### src/rtl/mem_arbiter_rr_pkg.sv
// mem_arbiter_rr_pkg
//   Shared types and helpers for the N-port cacheline memory arbiter.
//   arb_state_t : transaction FSM state (idle / transaction in flight)
//   arb_op_t    : operation latched at grant time
//   arb_idx_width(n) : width of a port index, never less than 1 bit
package mem_arbiter_rr_pkg;

    typedef enum logic {ARB_IDLE, ARB_BUSY} arb_state_t;

    typedef enum logic [1:0] {ARB_OP_NONE, ARB_OP_READ, ARB_OP_WRITE} arb_op_t;

    function automatic int unsigned arb_idx_width(input int unsigned n);
        return (n > 1) ? $clog2(n) : 1;
    endfunction

endpackage

### src/rtl/mem_arbiter_rr_picker.sv
// mem_arbiter_rr_picker
//   Combinational winner selection for the memory arbiter.
//   Round-robin: first requester found scanning upward from (last+1) mod N.
//   Fixed:       lowest requesting index.
// Ports
//   req   in  N      per-port request (read | write)
//   last  in  IDX_W  most recently granted port (ignored when fixed=1)
//   fixed in  1      1 selects fixed priority
//   any   out 1      at least one port is requesting
//   idx   out IDX_W  winning port index (0 when any=0)
module mem_arbiter_rr_picker #(
    parameter int unsigned N     = 2,
    parameter int unsigned IDX_W = 1
) (
    input  logic [N-1:0]     req,
    input  logic [IDX_W-1:0] last,
    input  logic             fixed,
    output logic             any,
    output logic [IDX_W-1:0] idx
);

    localparam logic [IDX_W:0] N_EXT = (IDX_W+1)'(N);

    logic [IDX_W-1:0] start;
    logic [N-1:0]     rotated;
    logic [IDX_W:0]   sum;

    // Duplicating the request vector and shifting right by the start index
    // puts the scan origin at bit 0 with wrap-around for free; the first set
    // bit k then maps back to port (start + k) mod N.
    always_comb begin
        start = '0;
        if (!fixed && (last != IDX_W'(N - 1))) begin
            start = last + IDX_W'(1);
        end
        rotated = N'({req, req} >> start);
        any     = 1'b0;
        idx     = '0;
        sum     = '0;
        for (int unsigned k = 0; k < N; k++) begin
            if (!any && rotated[k]) begin
                any = 1'b1;
                sum = {1'b0, start} + (IDX_W+1)'(k);
                idx = (sum >= N_EXT) ? IDX_W'(sum - N_EXT) : sum[IDX_W-1:0];
            end
        end
    end

endmodule

### src/rtl/mem_arbiter_rr.sv
// mem_arbiter_rr
//   N-port cacheline memory arbiter in front of a single cacheline adaptor.
//   One transaction at a time; the winner's op, address and write line are
//   captured at grant so the adaptor sees stable values until mem_resp.
// Ports
//   clk, rst            clock, asynchronous active-high reset
//   req_read/req_write  per-port level requests, held until req_resp
//   req_address         port p at [p*ADDR_WIDTH +: ADDR_WIDTH]
//   req_wdata           port p at [p*LINE_WIDTH +: LINE_WIDTH]
//   req_rdata           read line, shared by all ports (mem_rdata pass-through)
//   req_resp            one-cycle completion pulse to the granted port
//   mem_read/mem_write  request to adaptor while a transaction is in flight
//   mem_address/wdata   captured address / write line of the granted port
//   mem_rdata/mem_resp  adaptor read line and completion pulse
//   grant_valid         transaction in flight
//   grant_idx           index of the port being served
module mem_arbiter_rr
    import mem_arbiter_rr_pkg::*;
#(
    parameter  int unsigned NUM_PORTS      = 2,
    parameter  int unsigned LINE_WIDTH     = 256,
    parameter  int unsigned ADDR_WIDTH     = 32,
    parameter  bit          FIXED_PRIORITY = 1'b0,
    localparam int unsigned IDX_W          = arb_idx_width(NUM_PORTS)
) (
    input  logic                            clk,
    input  logic                            rst,
    input  logic [NUM_PORTS-1:0]            req_read,
    input  logic [NUM_PORTS-1:0]            req_write,
    input  logic [NUM_PORTS*ADDR_WIDTH-1:0] req_address,
    input  logic [NUM_PORTS*LINE_WIDTH-1:0] req_wdata,
    output logic [LINE_WIDTH-1:0]           req_rdata,
    output logic [NUM_PORTS-1:0]            req_resp,
    output logic                            mem_read,
    output logic                            mem_write,
    output logic [ADDR_WIDTH-1:0]           mem_address,
    output logic [LINE_WIDTH-1:0]           mem_wdata,
    input  logic [LINE_WIDTH-1:0]           mem_rdata,
    input  logic                            mem_resp,
    output logic                            grant_valid,
    output logic [IDX_W-1:0]                grant_idx
);

    arb_state_t state, next_state;
    arb_op_t    op;

    logic [IDX_W-1:0]      last_grant;
    logic [NUM_PORTS-1:0]  req_any;
    logic                  pick_any;
    logic [IDX_W-1:0]      pick_idx;
    logic [ADDR_WIDTH-1:0] addr_arr  [NUM_PORTS];
    logic [LINE_WIDTH-1:0] wdata_arr [NUM_PORTS];

    assign req_any = req_read | req_write;

    always_comb begin
        for (int unsigned p = 0; p < NUM_PORTS; p++) begin
            addr_arr[p]  = req_address[p*ADDR_WIDTH +: ADDR_WIDTH];
            wdata_arr[p] = req_wdata[p*LINE_WIDTH +: LINE_WIDTH];
        end
    end

    mem_arbiter_rr_picker #(
        .N     (NUM_PORTS),
        .IDX_W (IDX_W)
    ) u_picker (
        .req   (req_any),
        .last  (last_grant),
        .fixed (FIXED_PRIORITY),
        .any   (pick_any),
        .idx   (pick_idx)
    );

    always_ff @(posedge clk or posedge rst) begin
        if (rst) begin
            state <= ARB_IDLE;
        end else begin
            state <= next_state;
        end
    end

    always_comb begin
        next_state = state;
        case (state)
            ARB_IDLE: if (pick_any) next_state = ARB_BUSY;
            ARB_BUSY: if (mem_resp) next_state = ARB_IDLE;
            default:  next_state = ARB_IDLE;
        endcase
    end

    // Capture happens only on the IDLE->BUSY edge; the port inputs are not
    // looked at again until the transaction completes.
    always_ff @(posedge clk or posedge rst) begin
        if (rst) begin
            op          <= ARB_OP_NONE;
            grant_idx   <= '0;
            last_grant  <= IDX_W'(NUM_PORTS - 1);
            mem_address <= '0;
            mem_wdata   <= '0;
        end else if (state == ARB_IDLE && pick_any) begin
            // read+write together is illegal; write takes precedence
            op          <= req_write[pick_idx] ? ARB_OP_WRITE : ARB_OP_READ;
            grant_idx   <= pick_idx;
            mem_address <= addr_arr[pick_idx];
            mem_wdata   <= wdata_arr[pick_idx];
            if (!FIXED_PRIORITY) begin
                last_grant <= pick_idx;
            end
        end
    end

    always_comb begin
        grant_valid = (state == ARB_BUSY);
        mem_read    = (state == ARB_BUSY) && (op == ARB_OP_READ);
        mem_write   = (state == ARB_BUSY) && (op == ARB_OP_WRITE);
        req_rdata   = mem_rdata;
        req_resp    = '0;
        for (int unsigned p = 0; p < NUM_PORTS; p++) begin
            req_resp[p] = (state == ARB_BUSY) && mem_resp && (grant_idx == IDX_W'(p));
        end
    end

endmodule
### config.mk
export PLATFORM = sky130hd
export DESIGN_NAME = mem_arbiter_rr
export DESIGN_NICKNAME = d
export VERILOG_FILES = /design/src/rtl/mem_arbiter_rr_pkg.sv /design/src/rtl/mem_arbiter_rr_picker.sv /design/src/rtl/mem_arbiter_rr.sv
export SDC_FILE = /design/constraint.sdc
export NUM_CORES = 1
export LEC_CHECK = 0
export CORE_AREA = 8 8 534 536
export DETAILED_ROUTE_END_ITERATION = 10
export DIE_AREA = 0 0 542 544
export MAX_ROUTING_LAYER = met4
export PLACE_DENSITY = 0.3
export SKIP_CTS_REPAIR_TIMING = 1
export SLEW_MARGIN = 20
export SYNTH_ARGS = -nofsm -noshare
export SYNTH_HDL_FRONTEND = slang
export SYNTH_HIERARCHICAL = 1
export SYNTH_SLANG_ARGS = --single-unit
### constraint.sdc
create_clock -name clk -period 10.2 [get_ports clk]
set_input_delay 1.02 -clock clk [delete_from_list [all_inputs] [get_ports clk]]
set_output_delay 1.02 -clock clk [all_outputs]
set_load 0.01 [all_outputs]
# Yosys cells after proc, flatten, opt, wreduce, memory -nomap -nowiden
# Cells that the tools add are included.
# totals
register_bits	293
out_inout_bits	550
input_bits	839
wordCells	48
# classes
addsub	4
muxes	19
magnitude_cmp	4
reduce_logical	8
n_bitwise	4
shift	1
n_eq_ne	2
# ops
op	n
$mux W256	3
$mux W32	3
$mux W1	11
$logic_and A1 B1 Y1	7
$ge A2 B2 Y1 const B	2
$shr A4 B1 Y2	1
$add A1 B1 Y2 const B	1
$eq A2 B1 Y1 const B	1
$eq A2 B2 Y1 const B	1
$ge A1 B2 Y1 const B	1
$lt A1 B2 Y1 const B	1
$mux W2	1
$not A1 Y1	2
$not A1 Y2	1
$or A2 B2 Y2	1
$pmux W1 S2	1
$sub A1 B1 Y1 const B	2
$add A1 B1 Y1 const B	1
$logic_not A1 Y1	1

# Logic depth before layout (Yosys ltp)
# depth
ltp_word	11
depth_mapped	7
depth_no_buf	5

# By module
# The synthesis kept the hierarchy.
# modules_own_cells
mod	seq_area_each_um2	area_per_inst_um2	instances	cells_per_inst
mem_arbiter_rr	7333.3	17550.6	1	1208
mem_arbiter_rr_picker	0.0	17.5	1	3

# Worst setup path after synthesis
# OpenSTA, ideal clock, no wires.
# synth_timing
path_kind	in2reg
start	input port req_write[0]
end	register mem_wdata[24]
stages	7
setup_slack_ns	7.586
setup_ns	0.125
t_required_ns	10.075
path_buffers	2
arrival_ns	2.489
cell_sequence	or2_2 o21ai_1 and2_1 buf_6 buf_8 mux2_2 mux2_4
# synth_between
elab_chain_len	10
word_cells_on_any_way	13
cone_classes	1 x shift; 7 x mux; 2 x bitwise; 3 x reduce/logical
# synth_lines
item	line	text
from (decl)	mem_arbiter_rr.sv:29	input logic [NUM_PORTS-1:0] req_write,
$or A2 B2 Y2 (*)	mem_arbiter_rr.sv:54	assign req_any = req_read | req_write;
$shr A4 B1 Y2 (*)	mem_arbiter_rr_picker.sv:36	rotated = N'({req, req} >> start);
$mux W1	mem_arbiter_rr_picker.sv:41	if (!any && rotated[k]) begin
$logic_not A1 Y1	mem_arbiter_rr_picker.sv:41	
$logic_and A1 B1 Y1	mem_arbiter_rr_picker.sv:41	
$mux W1 (*)	mem_arbiter_rr_picker.sv:41	
via pick_idx	mem_arbiter_rr.sv:50	logic [IDX_W-1:0] pick_idx;
$not A1 Y2 (not written as such) (*)	mem_arbiter_rr.sv:105	mem_wdata <= wdata_arr[pick_idx];
$mux W256 (not written as such) (*) (3 in series)	mem_arbiter_rr.sv:105	
to (signal assigned)	mem_arbiter_rr.sv:105	
to (decl)	mem_arbiter_rr.sv:37	output logic [LINE_WIDTH-1:0] mem_wdata,
# Mark *: on every way through the listed nets, which the timed path passes. The rest lies on a longest branch. The select of a mux whose other input is x is not followed.
# A chain may end at the register's enable or synchronous reset.

# Worst setup path after layout
# layout_timing
start	input port req_write[0]
end	register mem_wdata[28]
# layout_between
elab_chain_len	10
word_cells_on_any_way	13
cone_classes	1 x shift; 7 x mux; 2 x bitwise; 3 x reduce/logical
# layout_lines
item	line	text
$or A2 B2 Y2 (*)	mem_arbiter_rr.sv:54	
via req_any[0]	mem_arbiter_rr.sv:48	logic [NUM_PORTS-1:0] req_any;
$shr A4 B1 Y2 (*)	mem_arbiter_rr_picker.sv:36	
$mux W1	mem_arbiter_rr_picker.sv:41	
$logic_not A1 Y1	mem_arbiter_rr_picker.sv:41	
$logic_and A1 B1 Y1	mem_arbiter_rr_picker.sv:41	
$mux W1 (*)	mem_arbiter_rr_picker.sv:41	
via pick_idx	mem_arbiter_rr.sv:50	
$not A1 Y2 (not written as such) (*)	mem_arbiter_rr.sv:105	
$mux W256 (not written as such) (*) (3 in series)	mem_arbiter_rr.sv:105	
# Marks and branches as above.

==> results.yml <==
placement:
  dpl_cell_area_mm2: 0.0286
  dp.final_hpwl_um: 98500
  gp_congestion: 0.717
  portBuffers: 876
  place_ws_ns: 5.50
hold_path:
  hold_class: "reg2reg"
  hold_path_depth: 1
global_routing:
  antenna_found_initial: 66
  grt_pass1_vias: 13953
  overflow: 0
  track_usage: 0.0782
  grt_pass1_wl_um: 149000
  grt_max_degree: 111
cts:
  clockRootBuffer: "clkbuf_16"
  clk_latency_ns: 0.66
  cts_tree: "done"
  cts_buffers: 48
  cts.sinks: 293
  h-tree-depth: 2
  max-clock-path-buffers: 3
  clkSlewWorstSetupHoldPaths_ns: 0.05
sta:
  hold_viol_final: 0
  max_freq_mhz: 248
  fin_setup_tns_ns: 0
  rsz0062_at_grt: "false"
  setup_ws_ns: 6.17
  finalSetupViolations: 0
  skew_ns: 0.0224
  slew_viol_final: 0
  fin_crit_sh: 0.396
  min_period_ns: 4.03
  slew_headroom: 0.271
  worst_pin_slew_ns: 1.09
synth:
  synth_edf_count: 0
  synth_seq_area_share: 0.417
  synth.most_common_cell: "dfrtp_1"
  async_flop_share: 1.00
  synth.cell_area_mm2: 0.0176
  synth.avg_cell_area_um2: 14.5
  synthFlopType: "dfrtp_1"
  yosysTopAreaCellShare: 0.416
  yosys-top-cells-area: "dfrtp_1 (42%), mux2_4 (24%), mux2_2 (18%)"
  synth_cell_types: 23
  yosys_warnings: 6
  ys_top_cells_by_count: "dfrtp_1 (292), mux2_2 (284), mux2_4 (281), buf_4 (257), buf_6 (33)"
  synth_area_leader_cell: "dfrtp_1"
  ys_ff_latch: 293
  syn_nets: 2050
  syn-instance-count: 1211
power:
  vdd_ir_drop_max_mv: 0.146
  power_mw: 8.14
  p_per_area_mw_per_mm2: 268
  p_leak_nw: 11.1
critical_path:
  cp.required_ns: 10.74
  arrival_ns: 4.58
  cp_max_fo: 96
  ff2ff_path_depth: 6
  critPathSlowestCell: "and2_4"
  regToRegSetupSlack_ns: 6.87
  end_kind: "flip-flop"
  cp_common_cell: "buf_12"
  cp_slowest_stage_delay_ns: 0.68
  crit_chain: "clkdlybuf4s50_1, or2_2, o21ai_1, and2_4, buf_12, buf_12, mux2_2, mux2_4"
  crit_type: "in2reg"
  startpoint_type: "primary input"
detailed_routing:
  num_vias: 12236
  via_per_inst: 2.17
  wirelength_um: 117000
  ant_nets: 0
  drcViolationCount: 0
  dr.pass1.iters: 4
  drt_iter0_drc: 320
  wl_per_cell_um: 20.8
finish:
  drive_gt1_frac: 0.352
  post-route-cell-area_mm2: 0.0303
  nFillCells: 31645
  syn2layout_area_growth_pct: 72.7
  nets: 2671
die:
  rows: 194
  ios: 1389
  die_y_um: 544
  die_area_mm2: 0.295
  start_util: 0.0634
  die_w_um: 542
  core_mm2: 0.277
outcome:
  run_status: "finished, final reports clean"
flow_run:
  max_cap_viol_count: 0
critical path, delay by kind of cell:
family                 cells  cell delay, ns
buffers and inverters      3            1.24
AND/OR/NAND/NOR            2            0.99
multiplexers               2            0.67
AO/OA/AOI/OAI              1            0.09
sequential cells by signal (all words and copies together), names as in the netlist:
register and count:
last_grant 1, mem_address 32, grant_idx 1, grant_valid 1, op 2, mem_wdata 256
report_power, final:
group / internal [mW] / switching (mW) / total, mW
Clock: 1.03 / 0.696 / 1.73
Combinational: 2.32 / 1.92 / 4.23
Sequential: 1.77 / 0.410 / 2.18
stage by stage:
step	hold slack, ns	std cells	utilization
2_1_floorplan	0.494	1211	-
3_3_place_gp	0.490	5506	0.103
3_5_place_dp	0.490	5506	0.103
4_1_cts	0.509	5592	0.109
5_1_grt	0.516	5622	0.109
6_report	0.504	5636	0.109
placed cells by master (no fill, tap or decap), types with 2 or more instances in the layout:
cell type,n
or2_2,2
buf_4,10
clkinvlp_4,2
mux2_1,15
diode_2,44
mux2_2,284
bufinv_16,3
and3_1,2
buf_12,5
clkbuf_16,48
inv_1,2
clkinv_2,3
clkbuf_1,15
mux2_4,281
dfrtp_1,292
clkdlybuf4s50_1,876
clkbuf_8,12
routing by layer:
| metal | wire length [µm] | global-route usage | vias up |
|---|---|---|---|
| met3 | 15300 | 0.0425 | 245 |
| met1 | 50100 | 0.0936 | 5730 |
| met2 | 47300 | 0.110 | 946 |
| met4 | 4680 | 0.0287 | 0 |
| met5 | 0 | - | - |
| li1 | - | - | 5315 |
path summary, 6_finish.rpt:
path,from,to
min in group asynchronous,rst,mem_wdata[246]
max reg2reg,last_grant,mem_wdata[28]
max,req_write[0],mem_wdata[28]
max in group asynchronous,rst,mem_wdata[50]
min,mem_wdata[169],mem_wdata[169]
min reg2reg,mem_wdata[169],mem_wdata[169]
logic make-up after synthesis:
kind of cell    synth area share
mux                        0.432
buf+inv                    0.146
flops                      0.417
simple gates             0.00356
compound gates          0.000569
other cells             0.000213
final cells by class:
cell class | instances | area, µm² | area share
flip-flops and latches | 293 | 7330 | 0.242
diodes | 44 | 110 | 0.00363
repair buffers | 891 | 8940 | 0.295
multi-input cells | 595 | 7680 | 0.253
well taps | 3724 | 4660 | 0.154
clock inverters | 11 | 165 | 0.00544
inverters | 3 | 18.8 | 0.000619
clock buffers | 75 | 1420 | 0.0469
Power figures use the tool's default switching activity.
